==> src/rtl/mul_div_unit.sv <==
// ---------------------------------------------------------------------------
// mul_div_unit
//
// Iterative 32-bit multiply / divide unit with HI/LO result registers.
// One radix-2 step per clock on unsigned magnitudes (shift-add multiply,
// restoring divide), followed by a single sign-correction cycle.
//
// Ports:
//   clk    - sole clock, all state updates on the rising edge
//   rst    - synchronous active-high reset
//   start  - begin an operation (accepted only while busy is low)
//   op     - 00 MULT, 01 MULTU, 10 DIV, 11 DIVU
//   a      - multiplicand / dividend (rs)
//   b      - multiplier / divisor (rt)
//   we_hi  - MTHI write enable (idle only)
//   we_lo  - MTLO write enable (idle only)
//   wd     - MTHI/MTLO write data
//   hi     - HI register (product high word / remainder)
//   lo     - LO register (product low word / quotient)
//   busy   - operation in progress
//   done   - one-cycle pulse after hi/lo receive a new result
// ---------------------------------------------------------------------------

module mul_div_unit_chk (
  input logic clk,
  input logic rst,
  input logic busy,
  input logic done
);

  // done is a single-cycle pulse
  a_done_pulse : assert property (@(posedge clk) disable iff (rst) done |=> !done);

  // a result is only announced once the unit has gone idle
  a_done_idle : assert property (@(posedge clk) disable iff (rst) done |-> !busy);

endmodule

module mul_div_unit (
  input  logic        clk,
  input  logic        rst,
  input  logic        start,
  input  logic [1:0]  op,
  input  logic [31:0] a,
  input  logic [31:0] b,
  input  logic        we_hi,
  input  logic        we_lo,
  input  logic [31:0] wd,
  output logic [31:0] hi,
  output logic [31:0] lo,
  output logic        busy,
  output logic        done
);

  typedef enum logic [1:0] {
    ST_IDLE = 2'd0,
    ST_RUN  = 2'd1,
    ST_FIX  = 2'd2
  } state_t;

  state_t      state_r;
  state_t      state_next_s;

  // control strobes decoded from the FSM
  logic        load_s;
  logic        step_s;
  logic        fix_s;

  // latched operation context
  logic        is_div_r;
  logic        sign_a_r;
  logic        sign_b_r;
  logic        div_zero_r;
  logic [31:0] a_orig_r;
  logic [31:0] opnd_r;     // multiplicand magnitude or divisor magnitude
  logic [63:0] work_r;     // mul: {partial product, multiplier}; div: {remainder, dividend/quotient}
  logic [4:0]  cnt_r;

  logic [31:0] hi_r;
  logic [31:0] lo_r;
  logic        busy_r;
  logic        done_r;

  // operand preparation at start
  logic        op_signed_s;
  logic        sign_a_s;
  logic        sign_b_s;
  logic [31:0] mag_a_s;
  logic [31:0] mag_b_s;

  // iteration datapath
  logic [32:0] mul_sum_s;
  logic [32:0] div_shift_s;
  logic [32:0] div_diff_s;
  logic        div_ge_s;
  logic [63:0] iter_s;

  // result formation
  logic [63:0] prod_neg_s;
  logic [31:0] quot_s;
  logic [31:0] rem_s;
  logic [31:0] res_hi_s;
  logic [31:0] res_lo_s;

  // FSM next-state and control strobes
  always_comb begin
    state_next_s = state_r;
    load_s       = 1'b0;
    step_s       = 1'b0;
    fix_s        = 1'b0;
    case (state_r)
      ST_IDLE: begin
        if (start) begin
          state_next_s = ST_RUN;
          load_s       = 1'b1;
        end else begin
          state_next_s = ST_IDLE;
        end
      end
      ST_RUN: begin
        step_s = 1'b1;
        // the counter was cleared at start, so count 31 marks the 32nd step
        if (cnt_r == 5'd31) begin
          state_next_s = ST_FIX;
        end else begin
          state_next_s = ST_RUN;
        end
      end
      ST_FIX: begin
        fix_s        = 1'b1;
        state_next_s = ST_IDLE;
      end
      default: begin
        state_next_s = ST_IDLE;
      end
    endcase
  end

  // FSM state register
  always_ff @(posedge clk) begin
    if (rst) begin
      state_r <= ST_IDLE;
    end else begin
      state_r <= state_next_s;
    end
  end

  // signs and magnitudes of the incoming operands (abs only for signed ops)
  always_comb begin
    op_signed_s = ~op[0];
    sign_a_s    = op_signed_s & a[31];
    sign_b_s    = op_signed_s & b[31];
    if (sign_a_s) begin
      mag_a_s = 32'd0 - a;
    end else begin
      mag_a_s = a;
    end
    if (sign_b_s) begin
      mag_b_s = 32'd0 - b;
    end else begin
      mag_b_s = b;
    end
  end

  // one radix-2 step of either algorithm
  always_comb begin
    // multiply: add multiplicand when the current multiplier LSB is set, then shift right
    mul_sum_s   = {1'b0, work_r[63:32]} + (work_r[0] ? {1'b0, opnd_r} : 33'd0);
    // divide: shift next dividend bit into the remainder and trial-subtract
    div_shift_s = {work_r[63:32], work_r[31]};
    div_diff_s  = div_shift_s - {1'b0, opnd_r};
    div_ge_s    = (div_shift_s >= {1'b0, opnd_r});
    if (is_div_r) begin
      // remainder stays below the divisor, so the restored value fits 32 bits
      if (div_ge_s) begin
        iter_s = {div_diff_s[31:0], work_r[30:0], 1'b1};
      end else begin
        iter_s = {div_shift_s[31:0], work_r[30:0], 1'b0};
      end
    end else begin
      iter_s = {mul_sum_s, work_r[31:1]};
    end
  end

  // sign correction and special cases applied in the final cycle
  always_comb begin
    prod_neg_s = 64'd0 - work_r;
    quot_s     = work_r[31:0];
    rem_s      = work_r[63:32];
    res_hi_s   = 32'd0;
    res_lo_s   = 32'd0;
    if (!is_div_r) begin
      if (sign_a_r ^ sign_b_r) begin
        res_hi_s = prod_neg_s[63:32];
        res_lo_s = prod_neg_s[31:0];
      end else begin
        res_hi_s = work_r[63:32];
        res_lo_s = work_r[31:0];
      end
    end else if (div_zero_r) begin
      res_hi_s = a_orig_r;
      res_lo_s = 32'hFFFF_FFFF;
    end else begin
      // truncating division: quotient sign from operand signs, remainder follows dividend
      if (sign_a_r ^ sign_b_r) begin
        res_lo_s = 32'd0 - quot_s;
      end else begin
        res_lo_s = quot_s;
      end
      if (sign_a_r) begin
        res_hi_s = 32'd0 - rem_s;
      end else begin
        res_hi_s = rem_s;
      end
    end
  end

  // datapath, HI/LO registers and status outputs
  always_ff @(posedge clk) begin
    if (rst) begin
      is_div_r   <= 1'b0;
      sign_a_r   <= 1'b0;
      sign_b_r   <= 1'b0;
      div_zero_r <= 1'b0;
      a_orig_r   <= 32'd0;
      opnd_r     <= 32'd0;
      work_r     <= 64'd0;
      cnt_r      <= 5'd0;
      hi_r       <= 32'd0;
      lo_r       <= 32'd0;
      busy_r     <= 1'b0;
      done_r     <= 1'b0;
    end else begin
      busy_r <= (state_next_s != ST_IDLE);
      done_r <= fix_s;

      if (load_s) begin
        is_div_r   <= op[1];
        sign_a_r   <= sign_a_s;
        sign_b_r   <= sign_b_s;
        div_zero_r <= (b == 32'd0);
        a_orig_r   <= a;
        cnt_r      <= 5'd0;
        if (op[1]) begin
          opnd_r <= mag_b_s;
          work_r <= {32'd0, mag_a_s};
        end else begin
          opnd_r <= mag_a_s;
          work_r <= {32'd0, mag_b_s};
        end
      end else if (step_s) begin
        work_r <= iter_s;
        cnt_r  <= cnt_r + 5'd1;
      end else begin
        work_r <= work_r;
        cnt_r  <= cnt_r;
      end

      // result write happens while busy, so MTHI/MTLO can never collide with it
      if (fix_s) begin
        hi_r <= res_hi_s;
        lo_r <= res_lo_s;
      end else if (state_r == ST_IDLE) begin
        if (we_hi) begin
          hi_r <= wd;
        end else begin
          hi_r <= hi_r;
        end
        if (we_lo) begin
          lo_r <= wd;
        end else begin
          lo_r <= lo_r;
        end
      end else begin
        hi_r <= hi_r;
        lo_r <= lo_r;
      end
    end
  end

  assign hi   = hi_r;
  assign lo   = lo_r;
  assign busy = busy_r;
  assign done = done_r;

  mul_div_unit_chk u_chk (
    .clk  (clk),
    .rst  (rst),
    .busy (busy_r),
    .done (done_r)
  );

endmodule

==> config.mk <==
export PLATFORM = sky130hd
export DESIGN_NAME = mul_div_unit
export DESIGN_NICKNAME = d
export VERILOG_FILES = /design/src/rtl/mul_div_unit.sv
export SDC_FILE = /design/constraint.sdc
export NUM_CORES = 1
export LEC_CHECK = 0
export CORE_MARGIN = 2
export CORE_UTILIZATION = 40
export CTS_CLUSTER_SIZE = 10
export DETAILED_ROUTE_END_ITERATION = 8
export MAX_ROUTING_LAYER = met4
export SLEW_MARGIN = 25
export SYNTH_ARGS = -nofsm -noshare
export SYNTH_HDL_FRONTEND = slang
export SYNTH_SLANG_ARGS = --single-unit
==> constraint.sdc <==
create_clock -name clk -period 3.4 [get_ports clk]
set_input_delay 0.51 -clock clk [delete_from_list [all_inputs] [get_ports clk]]
set_output_delay 0.51 -clock clk [all_outputs]
set_load 0.02 [all_outputs]
==> summary.md <==
| Metric | Value |
|---|---|
| Total power | 0.00813 W |
| Chip width | 206 um |
| Final Hold Fails | 0 |
| Static Leak | 8.26 nW |
| Root Driver | clkbuf_16 |
| Reg2reg start | work_r[34] |
| Finished Layout Cells | 3,024 |
| Slew margin rel. | 0.359 |
| Syn-to-layout area delta | 24.9% |
| Post-route met1 wirelength | 32,800 um |
| Gr usage total | 0.349 |
| Syn Area/Cell | 7.26 um^2 |
| Required time of the critical path | 3.83 ns |
| Peak Freq | 301 MHz |
| Vias per cell | 6.08 |
| Register area share after synthesis | 0.251 |
| H-tree Lvls | 1 |
| Port Buffers | 168 |
| Slew Limit Fails | 0 |
| Synth unique cells | 74 |
| DRC viols | 0 |
| Filler cells | 4,028 |
| DRT iter0 DRCs | 2,156 |
| Critical path endpoint | hi[31] |
| Final instance area | 20,400 um^2 |
| Worst skew pair latency | 0.57 ns |
| Global-route wire length before repair | 108,000 um |
| DIE HEIGHT | 206 um |
| Met3 WL post-DR | 6650 um |
| Setup CP Type | flop to flop |
| Die area | 42,500 um^2 |
| CP max stage cell | or4_1 |
| R2r setup slk | 0.07 ns |
| Nets | 2,653 |
| CTS Hold Bufs | 0 |
| # IOs | 169 |
| Row count | 74 |
| Drt total wl | 73,200 um |
| Sw frac | 0.367 |
| Max layer used | met4 |
| Core ar. | 40,600 um^2 |
| Instance area after placement | 19,600 um^2 |
| RSZ-0062 raised after global routing | no |
| RR Endpoint | hi[31] |
| Final worst clock skew | 0.0364 ns |
| Vias | 18,400 |
| HPWL after DPL | 57,900 um |
| Switching pwr | 0.00299 W |
| CTS Buf Count | 26 |
| Clk buf depth | 3 |
| Layout cells sized above 1 | 0.114 |
| CTS sink cnt | 205 |
| Worst-Margin Slew | 0.960 ns |
| Crit path largest cell delay | 0.57 ns |
| Crit path cell chain | buf_4 -> or4_1 -> or4_1 -> nor4_1 -> buf_4 -> nand2_1 -> o21ai_1 -> xor2_1 -> o21ai_1 -> buf_4 -> o2bb2ai_1 |
| Crit-path leading delay family | simple AND/OR/NAND/NOR gates |
| WP data arrival | 3.75 ns |
| Global route overflow | 0 |
| Hold Path Class | input pin to flop |
| Routability Congestion | 1.02 |
| Syn Nets | 2,430 |
| Register Area | 4110 um^2 |
| Crit-path max FO | 5 |
| Multi-input logic area | 11,400 um^2 |
| Internal Pwr Total | 0.00514 W |
| Mapped Cells | 2,255 |
| Drt pass-1 iters | 6 |
| Setup TNS | 0 ns |
| Largest net degree at the start of global routing | 140 |
| CP startpoint kind | flop |
| Final Worst Setup Slack | 0.0727 ns |
| Critical path's most frequent cell | buf_4 |
| Worst Setup SP | work_r[34] |
| Max-cap violations | 0 |
| WP depth | 11 |
| Prevailing post-synth register cell | dfxtp_1 |
| #FFs+latches synth | 205 |
| Crit. End Element | flop |
| Clock power frac | 0.316 |
| CTS tree | yes |
| Final Setup Violations | 0 |
| Routed len/inst | 24.2 um |
| WP buf/inv | 3 |
| Met2 Wirelength | 31,400 um |
| Flop pwr share | 0.334 |
| Vias in the first global route | 17,100 |
| EDFF count, synth | 0 |
| Ys async rst share | 0 |
| Status | complete, no violations |
| Place WS | -0.195 ns |
| Warning count from the yosys run | 0 |
| Routed Antenna Nets | 0 |
| Reg clk slew, reported paths | 0.06 ns |
| Post-Syn Area | 16,400 um^2 |
| Dpl cells | 2,982 |
| Final min period | 3.33 ns |
| Comb power frac | 0.350 |
| Final period util | 0.979 |
| Initial core utilization | 0.403 |
| PD cells | 398 nW/um^2 |
| Maximum VDD drop | 0.000412 V |
| Antenna violations before repair | 2 |
| Reg2Reg Depth | 11 |
==> registers in the layout (all words and copies together) (netlist names), 2 cells and up <==
| name | count |
|---|---|
| hi | 32 |
| work_r | 64 |
| lo | 32 |
| cnt_r | 5 |
| a_orig_r | 32 |
| state_r | 2 |
| opnd_r | 32 |
==> cells by family (layout without fill, tap and decap cells) <==
| family | after synthesis | after routing | share of synthesized area |
|---|---|---|---|
| buffers and inverters | 235 | 469 | 0.0546 |
| AO/OA/AOI/OAI | 714 | 714 | 0.279 |
| adder cells (fa/ha/maj) | 72 | 72 | 0.0560 |
| multiplexers | 61 | 61 | 0.0382 |
| other | 0 | 3 | 0 |
| XOR/XNOR | 198 | 198 | 0.106 |
| flip-flops | 205 | 205 | 0.251 |
| AND/OR/NAND/NOR | 770 | 770 | 0.215 |
==> worst min-delay path by stage <==
stage / slack [ns] / start / cells past startpoint / endpoint
6_report: 0.23 / rst / 2 / opnd_r[31]
5_1_grt: 0.24 / rst / 2 / opnd_r[31]
4_1_cts: 0.22 / rst / 2 / opnd_r[31]
3_5_place_dp: 0.45 / lo[19] / 2 / lo[19]
3_3_place_gp: 0.44 / lo[11] / 2 / lo[11]
2_1_floorplan: 0.43 / opnd_r[14] / 2 / opnd_r[14]
==> final cells by class <==
type	instances	area share
diodes	3	0.000367
clock buffers	35	0.0345
clock inverters	4	0.00190
inverters	63	0.0116
multi-input cells	1815	0.560
flip-flops and latches	205	0.201
well taps	532	0.0326
repair buffers	367	0.158
==> synth_stat cells (19+ instances only) <==
master	n	area share
a211oi_1	44	0.020
a21o_1	35	0.016
a21oi_1	223	0.068
a31oi_1	29	0.011
and3_1	19	0.0073
clkbuf_1	153	0.035
dfxtp_1	205	0.25
ha_1	70	0.054
inv_1	61	0.014
mux2i_1	49	0.030
nand2_1	289	0.066
nand2b_1	21	0.0080
nand3_1	33	0.010
nor2_1	224	0.051
nor3_1	46	0.014
nor4_1	29	0.011
o211ai_1	33	0.015
o21ai_0	145	0.044
o221ai_1	40	0.021
o22ai_1	19	0.0073
o31ai_1	27	0.012
or3_1	22	0.0084
xnor2_1	104	0.056
xor2_1	94	0.050
==> placed cells by master, fill, tap and decap left out, types with 25 or more instances in the layout <==
cell | netlist | final
nand2_1 | 289 | 288
nor2_1 | 224 | 222
a21oi_1 | 223 | 222
dfxtp_1 | 205 | 202
buf_4 | 0 | 195
clkdlybuf4s50_1 | 0 | 166
o21ai_0 | 145 | 141
xnor2_1 | 104 | 103
xor2_1 | 94 | 93
ha_1 | 70 | 70
inv_1 | 61 | 60
mux2i_1 | 49 | 49
nor3_1 | 46 | 46
a211oi_1 | 44 | 44
o221ai_1 | 40 | 40
a21o_1 | 35 | 35
nand3_1 | 33 | 33
o211ai_1 | 33 | 33
nor4_1 | 29 | 29
a31oi_1 | 29 | 27
clkbuf_16 | 0 | 26
o31ai_1 | 27 | 25
==> routing by layer <==
layer | up-vias | GRT usage
met4 | 0 | 0.109
met2 | 874 | 0.501
li1 | 8614 | -
met1 | 8774 | 0.492
met3 | 116 | 0.0618
met5 | - | -
==> power groups by stage <==
| stage | logic (W) | clock network [W] | registers [W] |
|---|---|---|---|
| after floorplan | 0.00157 | 0 | 0.00276 |
| after global placement | 0.00275 | 0 | 0.00276 |
| after detailed placement | 0.00276 | 0 | 0.00276 |
| after CTS | 0.00277 | 0.00259 | 0.00271 |
| after global routing | 0.00305 | 0.00268 | 0.00272 |
| final | 0.00284 | 0.00257 | 0.00272 |
==> worst reg2reg max path: stages (launching register included) <==
cell       delay [ns]
dfxtp_1          0.38
buf_4            0.18
or4_1            0.57
or4_1            0.56
nor4_1           0.38
buf_4            0.21
nand2_1          0.12
o21ai_1          0.18
xor2_1           0.17
o21ai_1          0.13
buf_4            0.19
o2bb2ai_1        0.11
==> metrics by stage <==
stage | hold WS, ns | util
final | 0.231 | 0.503
after floorplan | 0.432 | -
after global routing | 0.242 | 0.503
after detailed placement | 0.445 | 0.483
after CTS | 0.222 | 0.501
after global placement | 0.443 | 0.483
==> repair_timing <==
item	in CTS	in global routing
gates resized for setup	1	15
endpoints found under the setup margin	1	14
pin swaps	0	1
buffers inserted	0	0
Power figures use the tool's default switching activity.
